`src/rtl/bitcnt_pkg.sv`:
```
// Shared types and helpers for the bitcnt issue/capture stage and its core.
// func encoding: bit 0 selects 32-bit W mode, bits [2:1] select the operation.
// Pure declarations, no logic.
package bitcnt_pkg;

  localparam int DATA_W = 64;
  localparam int HALF_W = 32;

  typedef enum logic [1:0] {
    FUNC_CLZ  = 2'd0,
    FUNC_CTZ  = 2'd1,
    FUNC_CPOP = 2'd2,
    FUNC_RSVD = 2'd3
  } func_e;

  function automatic logic is_w(input logic [2:0] func);
    return func[0];
  endfunction

  function automatic logic is_rsvd(input logic [2:0] func);
    return func[2:1] == FUNC_RSVD;
  endfunction

  function automatic func_e func_op(input logic [2:0] func);
    return func_e'(func[2:1]);
  endfunction

endpackage

```
`src/rtl/bitcnt.sv`:
```
// Combinational bitcnt core: CLZ / CTZ / CPOP over 64 bits or the low 32 bits (W).
// Latency: 0 cycles, purely combinational.
// No flow control; the reserved opcode yields 0.
module bitcnt
  import bitcnt_pkg::*;
(
  input  logic [DATA_W-1:0] din_data,
  input  logic              din_w,
  input  func_e             din_op,
  output logic [DATA_W-1:0] dout_data
);

  logic [DATA_W-1:0] w_src;
  logic [6:0]        w_clz;
  logic [6:0]        w_ctz;
  logic [6:0]        w_pop;
  logic [6:0]        w_cnt;

  // W mode only ever looks at the low half.
  assign w_src = din_w ? {{HALF_W{1'b0}}, din_data[HALF_W-1:0]} : din_data;

  // Leading zeros: scanning upward, the highest set bit is the last to write.
  always_comb begin
    w_clz = 7'(DATA_W);
    for (int i = 0; i < DATA_W; i++) begin
      if (w_src[i]) w_clz = 7'(DATA_W - 1 - i);
    end
  end

  // Trailing zeros: scanning downward, the lowest set bit is the last to write.
  always_comb begin
    w_ctz = 7'(DATA_W);
    for (int i = DATA_W - 1; i >= 0; i--) begin
      if (w_src[i]) w_ctz = 7'(i);
    end
  end

  // Population count.
  always_comb begin
    w_pop = 7'd0;
    for (int i = 0; i < DATA_W; i++) begin
      w_pop = w_pop + {6'd0, w_src[i]};
    end
  end

  // Operation select; W-mode CLZ discounts the zeroed upper half, W-mode CTZ of zero is 32.
  always_comb begin
    w_cnt = 7'd0;
    case (din_op)
      FUNC_CLZ:  w_cnt = din_w ? (w_clz - 7'(HALF_W)) : w_clz;
      FUNC_CTZ:  w_cnt = (din_w && (w_ctz == 7'(DATA_W))) ? 7'(HALF_W) : w_ctz;
      FUNC_CPOP: w_cnt = w_pop;
      default:   w_cnt = 7'd0;
    endcase
  end

  assign dout_data = {{(DATA_W-7){1'b0}}, w_cnt};

endmodule

```
`src/rtl/bitcnt_skid.sv`:
```
// One-entry skid buffer holding an accepted {operand, func} while the output is stalled.
// Latency: entry readable the cycle after push.
// Pushed only when the stage output cannot take the request; popped when it drains.
module bitcnt_skid
  import bitcnt_pkg::*;
(
  input  logic              clock,
  input  logic              reset,
  input  logic              i_push,
  input  logic              i_pop,
  input  logic [DATA_W-1:0] i_data,
  input  logic [2:0]        i_func,
  output logic              o_vld,
  output logic [DATA_W-1:0] o_data,
  output logic [2:0]        o_func
);

  logic              r_vld;
  logic [DATA_W-1:0] r_data;
  logic [2:0]        r_func;

  // Single entry: push fills it, pop empties it; reset discards contents.
  always_ff @(posedge clock) begin
    if (reset) begin
      r_vld  <= 1'b0;
      r_data <= '0;
      r_func <= '0;
    end else if (i_push) begin
      r_vld  <= 1'b1;
      r_data <= i_data;
      r_func <= i_func;
    end else if (i_pop) begin
      r_vld  <= 1'b0;
    end
  end

  assign o_vld  = r_vld;
  assign o_data = r_data;
  assign o_func = r_func;

endmodule

```
`src/rtl/bitcnt_stage.sv`:
```
// Valid/ready issue+capture stage around the bitcnt core, with a saturating done counter.
// Latency: 1 cycle; full throughput. BITCNT_STAGE_SKID_EN adds a 1-entry skid.
// Default: in_ready = !out_valid || out_ready; with skid: in_ready is a flop (= skid empty).
module bitcnt_stage
  import bitcnt_pkg::*;
#(
  parameter int CNT_W = 16
) (
  input  logic              clock,
  input  logic              reset,
  input  logic              in_valid,
  output logic              in_ready,
  input  logic [DATA_W-1:0] in_data,
  input  logic [2:0]        in_func,
  output logic              out_valid,
  input  logic              out_ready,
  output logic [DATA_W-1:0] out_data,
  output logic              out_err,
  output logic [CNT_W-1:0]  done_cnt
);

  localparam logic [CNT_W-1:0] CNT_MAX = '1;

  logic              w_out_free;
  logic              w_out_hs;
  logic              w_in_acc;
  logic              w_src_vld;
  logic              w_load;
  logic [DATA_W-1:0] w_src_data;
  logic [2:0]        w_src_func;
  logic [DATA_W-1:0] w_core_din;
  logic [DATA_W-1:0] w_core_dout;

  logic              r_out_vld;
  logic [DATA_W-1:0] r_out_data;
  logic              r_out_err;
  logic [CNT_W-1:0]  r_done_cnt;

  // Output register can take a new result if empty or draining this cycle.
  assign w_out_free = !r_out_vld || out_ready;
  assign w_out_hs   = r_out_vld && out_ready;

`ifdef BITCNT_STAGE_SKID_EN
  logic              r_in_rdy;
  logic              w_skid_vld;
  logic              w_skid_push;
  logic              w_skid_pop;
  logic [DATA_W-1:0] w_skid_data;
  logic [2:0]        w_skid_func;

  assign in_ready    = r_in_rdy && !reset;
  assign w_in_acc    = in_valid && in_ready;
  assign w_skid_push = w_in_acc && !w_out_free;
  assign w_skid_pop  = w_skid_vld && w_out_free;

  bitcnt_skid u_skid (
    .clock  (clock),
    .reset  (reset),
    .i_push (w_skid_push),
    .i_pop  (w_skid_pop),
    .i_data (in_data),
    .i_func (in_func),
    .o_vld  (w_skid_vld),
    .o_data (w_skid_data),
    .o_func (w_skid_func)
  );

  // in_ready mirrors next-cycle skid emptiness so it never depends on out_ready combinationally.
  always_ff @(posedge clock) begin
    if (reset) begin
      r_in_rdy <= 1'b1;
    end else begin
      r_in_rdy <= !((w_skid_vld || w_in_acc) && !w_out_free);
    end
  end

  // The older skid entry always goes to the core first; in_ready is low while it is held.
  assign w_src_vld  = w_skid_vld || w_in_acc;
  assign w_src_data = w_skid_vld ? w_skid_data : in_data;
  assign w_src_func = w_skid_vld ? w_skid_func : in_func;
`else
  assign in_ready   = w_out_free && !reset;
  assign w_in_acc   = in_valid && in_ready;
  assign w_src_vld  = w_in_acc;
  assign w_src_data = in_data;
  assign w_src_func = in_func;
`endif

  assign w_load     = w_src_vld && w_out_free;
  assign w_core_din = is_w(w_src_func) ? {{HALF_W{1'b0}}, w_src_data[HALF_W-1:0]} : w_src_data;

  bitcnt u_core (
    .din_data  (w_core_din),
    .din_w     (is_w(w_src_func)),
    .din_op    (func_op(w_src_func)),
    .dout_data (w_core_dout)
  );

  // Output register: load on a new result (replacing a draining one), clear when drained, else hold.
  always_ff @(posedge clock) begin
    if (reset) begin
      r_out_vld  <= 1'b0;
      r_out_data <= '0;
      r_out_err  <= 1'b0;
    end else if (w_load) begin
      r_out_vld  <= 1'b1;
      r_out_data <= is_rsvd(w_src_func) ? '0 : w_core_dout;
      r_out_err  <= is_rsvd(w_src_func);
    end else if (out_ready) begin
      r_out_vld  <= 1'b0;
    end
  end

  // Count output handshakes, saturating at all-ones.
  always_ff @(posedge clock) begin
    if (reset) begin
      r_done_cnt <= '0;
    end else if (w_out_hs && (r_done_cnt != CNT_MAX)) begin
      r_done_cnt <= r_done_cnt + 1'b1;
    end
  end

  assign out_valid = r_out_vld;
  assign out_data  = r_out_data;
  assign out_err   = r_out_err;
  assign done_cnt  = r_done_cnt;

endmodule

```
`config.mk`:
```
export PLATFORM = sky130hd
export DESIGN_NAME = bitcnt_stage
export DESIGN_NICKNAME = d
export VERILOG_FILES = /design/src/rtl/bitcnt_pkg.sv /design/src/rtl/bitcnt.sv /design/src/rtl/bitcnt_skid.sv /design/src/rtl/bitcnt_stage.sv
export SDC_FILE = /design/constraint.sdc
export NUM_CORES = 1
export LEC_CHECK = 0
export ABC_CLOCK_PERIOD_IN_PS = 12000
export CAP_MARGIN = 20
export CORE_UTILIZATION = 30
export CTS_CLUSTER_SIZE = 16
export DETAILED_ROUTE_END_ITERATION = 10
export GPL_TIMING_DRIVEN = 0
export PLACE_DENSITY = 0.53
export SYNTH_ARGS = -nofsm -noshare
export SYNTH_HDL_FRONTEND = slang
export SYNTH_HIERARCHICAL = 1
export SYNTH_SLANG_ARGS = --single-unit
```
`constraint.sdc`:
```
create_clock -name clock -period 12 [get_ports clock]
set_input_delay 2.4 -clock clock [delete_from_list [all_inputs] [get_ports clock]]
set_output_delay 2.4 -clock clock [all_outputs]
set_load 0.1 [all_outputs]
```
==> out/results.md <==
• **Synth warnings** 6
• **cell types with the highest counts after synthesis** nor2_1 (125), inv_1 (87), dfxtp_1 (82)
• **DIE AREA** 24400 sq um
• **combined area of all synthesized cells** 7140 sq um
• **mean post-synth cell area** 8.12 sq um
• **met3 track demand over resource in global routing** 4.21%
• **row count** 56
• **CTS root buffer** clkbuf_16
• **post-CTS resize count** 0
• **clock buffers created by TritonCTS** 9
• **global placer's final weighted congestion** 0.879
• **DPL Wire Length** 17.9 mm
• **Gate Count Post-Synth** 879
• **Final Net Count** 1241
• **most used cell, CP** fa_1
• **area growth from synthesis to layout** 33.9%
• **type of the worst min-delay path** flip-flop to flip-flop
• **TritonCTS clock tree** done
• **Hold Crit Endpoint** out_data[7]$_SDFFE_PP0P_
• **hold path startpoint** out_data[7]$_SDFFE_PP0P_
• **top-count cell post-synth** nor2_1
• **capturing point of the worst reg2reg path** done_cnt[1]$_SDFFE_PP0P_
• **leakage power summed over all cells** 3.91 nW
• **maximum number of pins on one net before global-route repair** 17
• **dominant cell type by area after synthesis** dfxtp_1
• **Final Skew** 11.6 ps
• **async set-reset flop share out of synthesis** 0%
• **routed wirelength normalized by instance count** 15.8 um
• **area fraction of the dominant cell type after synthesis** 23.0%
• **Final Hold Viols** 0
• **# Post-CTS Setup Buffers** 0
• **type of element launching the critical path** primary input
• **ratio of cells with drive above 1 in the final layout** 9.34%
• **clock buffer depth** 2
• **floorplan core area** 23400 sq um
• **I/O pin count** 154
• **register bit total from synthesis** 82
• **result of the run** completed
• **minimum setup slack among reg-to-reg paths** 9840 ps
• **source of the worst register-to-register timing path** done_cnt[0]$_SDFFE_PP0P_
• **via count of the first global-routing pass** 6587
• **I/O Buffers** 152
• **met2 capacity usage during global routing** 29.8%
• **Antenna Nets Post-Route** 0
• **Starting Density** 30.5%
• **number of buffers added to fix hold violations after cts** 0
• **Skew-Pair Late Insertion Delay** 340 ps
• **final slew viol count** 0
• **peak clock frequency supported by timing** 90.4 MHz
• **Die X** 156 um
• **count of unresolved DRC violations after routing** 0
• **grt ovf** 0
• **vias** 6847
• **setup slack after placement** 583 ps
• **sequential cell area fraction in the yosys report** 23.0%
• **number of cells on the worst reg-to-reg path** 7
• **cell with the largest stage delay on the worst path** clkdlybuf4s50_1
• **post-DR vias/cell** 4.82
• **count of different cell masters after synthesis** 76
• **initial antenna violation count** 0
• **count of flip-flops with a built-in enable after synthesis** 0
• **slew at the pin closest to its max-slew limit** 1050 ps
• **Cells on Worst Hold Path** 2
• **die height** 156 um
• **clock-pin transition on the worst setup and hold timing paths** 60 ps
• **GR Layer Usage met1** 26.0%
• **most utilized layer in the global route result** met2
• **maximum resistive drop on vdd** 0.506 mV
• **number of levels in the clock H-tree** 3
• **Routed WL** 22.4 mm
• **Global Route Usage Sum** 18.6%
• **Synth area leaders** dfxtp_1 (23%), fa_1 (15%), a22oi_1 (6.8%)
• **kind of critical path** primary input to flip-flop
• **number of search-and-repair iterations in the first detailed-routing pass** 5
• **critical-path maximum fanout** 10
• **antenna cell count** 0
• **Max-slew headroom** 29.4%
• **number of maximum-capacitance constraint violations** 0
• **sum of negative setup slack** 0 ps
• **fraction of the cycle the final worst path needs** 92.2%
• **clock sink total** 82
• **worst hold margin** 509 ps
• **clock period minus final worst setup slack** 11060 ps
• **dominant register cell in the synthesized netlist** dfxtp_1
• **Final WS setup** 937 ps
• **Worst EP required** 12200 ps
• **pwr dens** 217 nW/um^2
• **first-iteration detailed-routing DRC count** 430
• **utilization of the core after routing** 40.9%
• **maximum cell stage delay along the critical path** 810 ps
• **CP endpoint kind** flip-flop
• **Data arrival, critical path** 11260 ps
• **count of final setup violators** 0
• **power after layout** 2.08 mW
• **first-pass GRT wire length** 35.6 mm
• **RSZ-0062 raised after global routing** false
-- layout by cell type, fill, tap and decap left out, types with 5 or more instances in the layout --
master,n
or4_1,9
buf_4,58
o21ai_0,24
a22oi_1,65
clkbuf_16,9
nand2b_1,10
nor3_1,16
xnor2_1,5
nand2_1,29
nor2_1,125
nor4_1,18
clkbuf_1,23
o31ai_1,15
o211ai_1,6
buf_2,8
dfxtp_1,82
a21oi_1,51
fa_1,52
o21ai_1,6
inv_6,5
nand3_1,10
a31oi_1,7
nor2b_1,53
conb_1,57
ha_1,20
or3_1,6
nand4_1,7
clkbuf_8,5
a21o_1,5
clkdlybuf4s50_1,152
inv_1,87
-- cells by family (layout without fill, tap and decap cells) --
kind of cell    Yosys count  after routing  synth area share (%)
buf+inv                 181            349                  13.3
fa+ha+maj                72             72                  18.1
mux                       3              3                 0.455
other cells               1             57                0.0525
flops                    82             82                  23.0
simple gates            305            305                  22.3
compound gates          228            228                  22.0
xor+xnor                  7              7                 0.858
-- power by group --
group	internal, mW	total, mW	switching (mW)	leakage, nW
Clock	0.150	0.273	0.123	0.145
Sequential	0.287	0.296	0.00870	0.666
Combinational	0.644	1.51	0.867	3.10
-- worst max-delay path by stage --
stage                          start                       end  slack, ps  cells past startpoint
after floorplan           in_func[0]  out_data[2]$_SDFFE_PP0P_       2460                     28
after global placement    in_func[0]  out_data[2]$_SDFFE_PP0P_        590                     29
after detailed placement  in_func[0]  out_data[2]$_SDFFE_PP0P_        580                     29
after CTS                 in_func[0]  out_data[2]$_SDFFE_PP0P_        940                     29
after global routing      in_func[0]  out_data[2]$_SDFFE_PP0P_        370                     29
final                     in_func[0]  out_data[2]$_SDFFE_PP0P_        940                     29
-- state kept, by name, summed over array words and instances (netlist names) --
register / flops
out_data: 64
done_cnt: 16
out_err: 1
out_valid: 1
-- stage by stage --
stage	cell area (sq um)	std cells
2_1_floorplan	7350	935
3_3_place_gp	9270	1406
3_5_place_dp	9270	1406
4_1_cts	9560	1422
5_1_grt	9560	1422
6_report	9560	1422
-- worst max-delay path, delay by kind of cell --
family	cells	cell delay (ps)
adders and majority gates	10	4700
buffers and inverters	11	2840
and+or+nand+nor	5	850
AOI/OAI and AO/OA	2	290
xor gates and xnor gates	1	190
-- area by class of cell --
| type | count | area [sq um] |
|---|---|---|
| buffer | 94 | 621 |
| clock buffer | 10 | 239 |
| clock inverter | 6 | 52.6 |
| fill | 2498 | 13800 |
| inverter | 87 | 327 |
| multi-input combinational | 672 | 4760 |
| sequential | 82 | 1640 |
| tap | 319 | 399 |
| timing repair buffer | 152 | 1520 |
-- layer usage --
layer | up-vias | wire length [um]
met4 | 0 | 95
li1 | 3405 | -
met5 | - | 0
met2 | 175 | 10300
met1 | 3261 | 10600
met3 | 6 | 1430
Power figures use the tool's default switching activity.
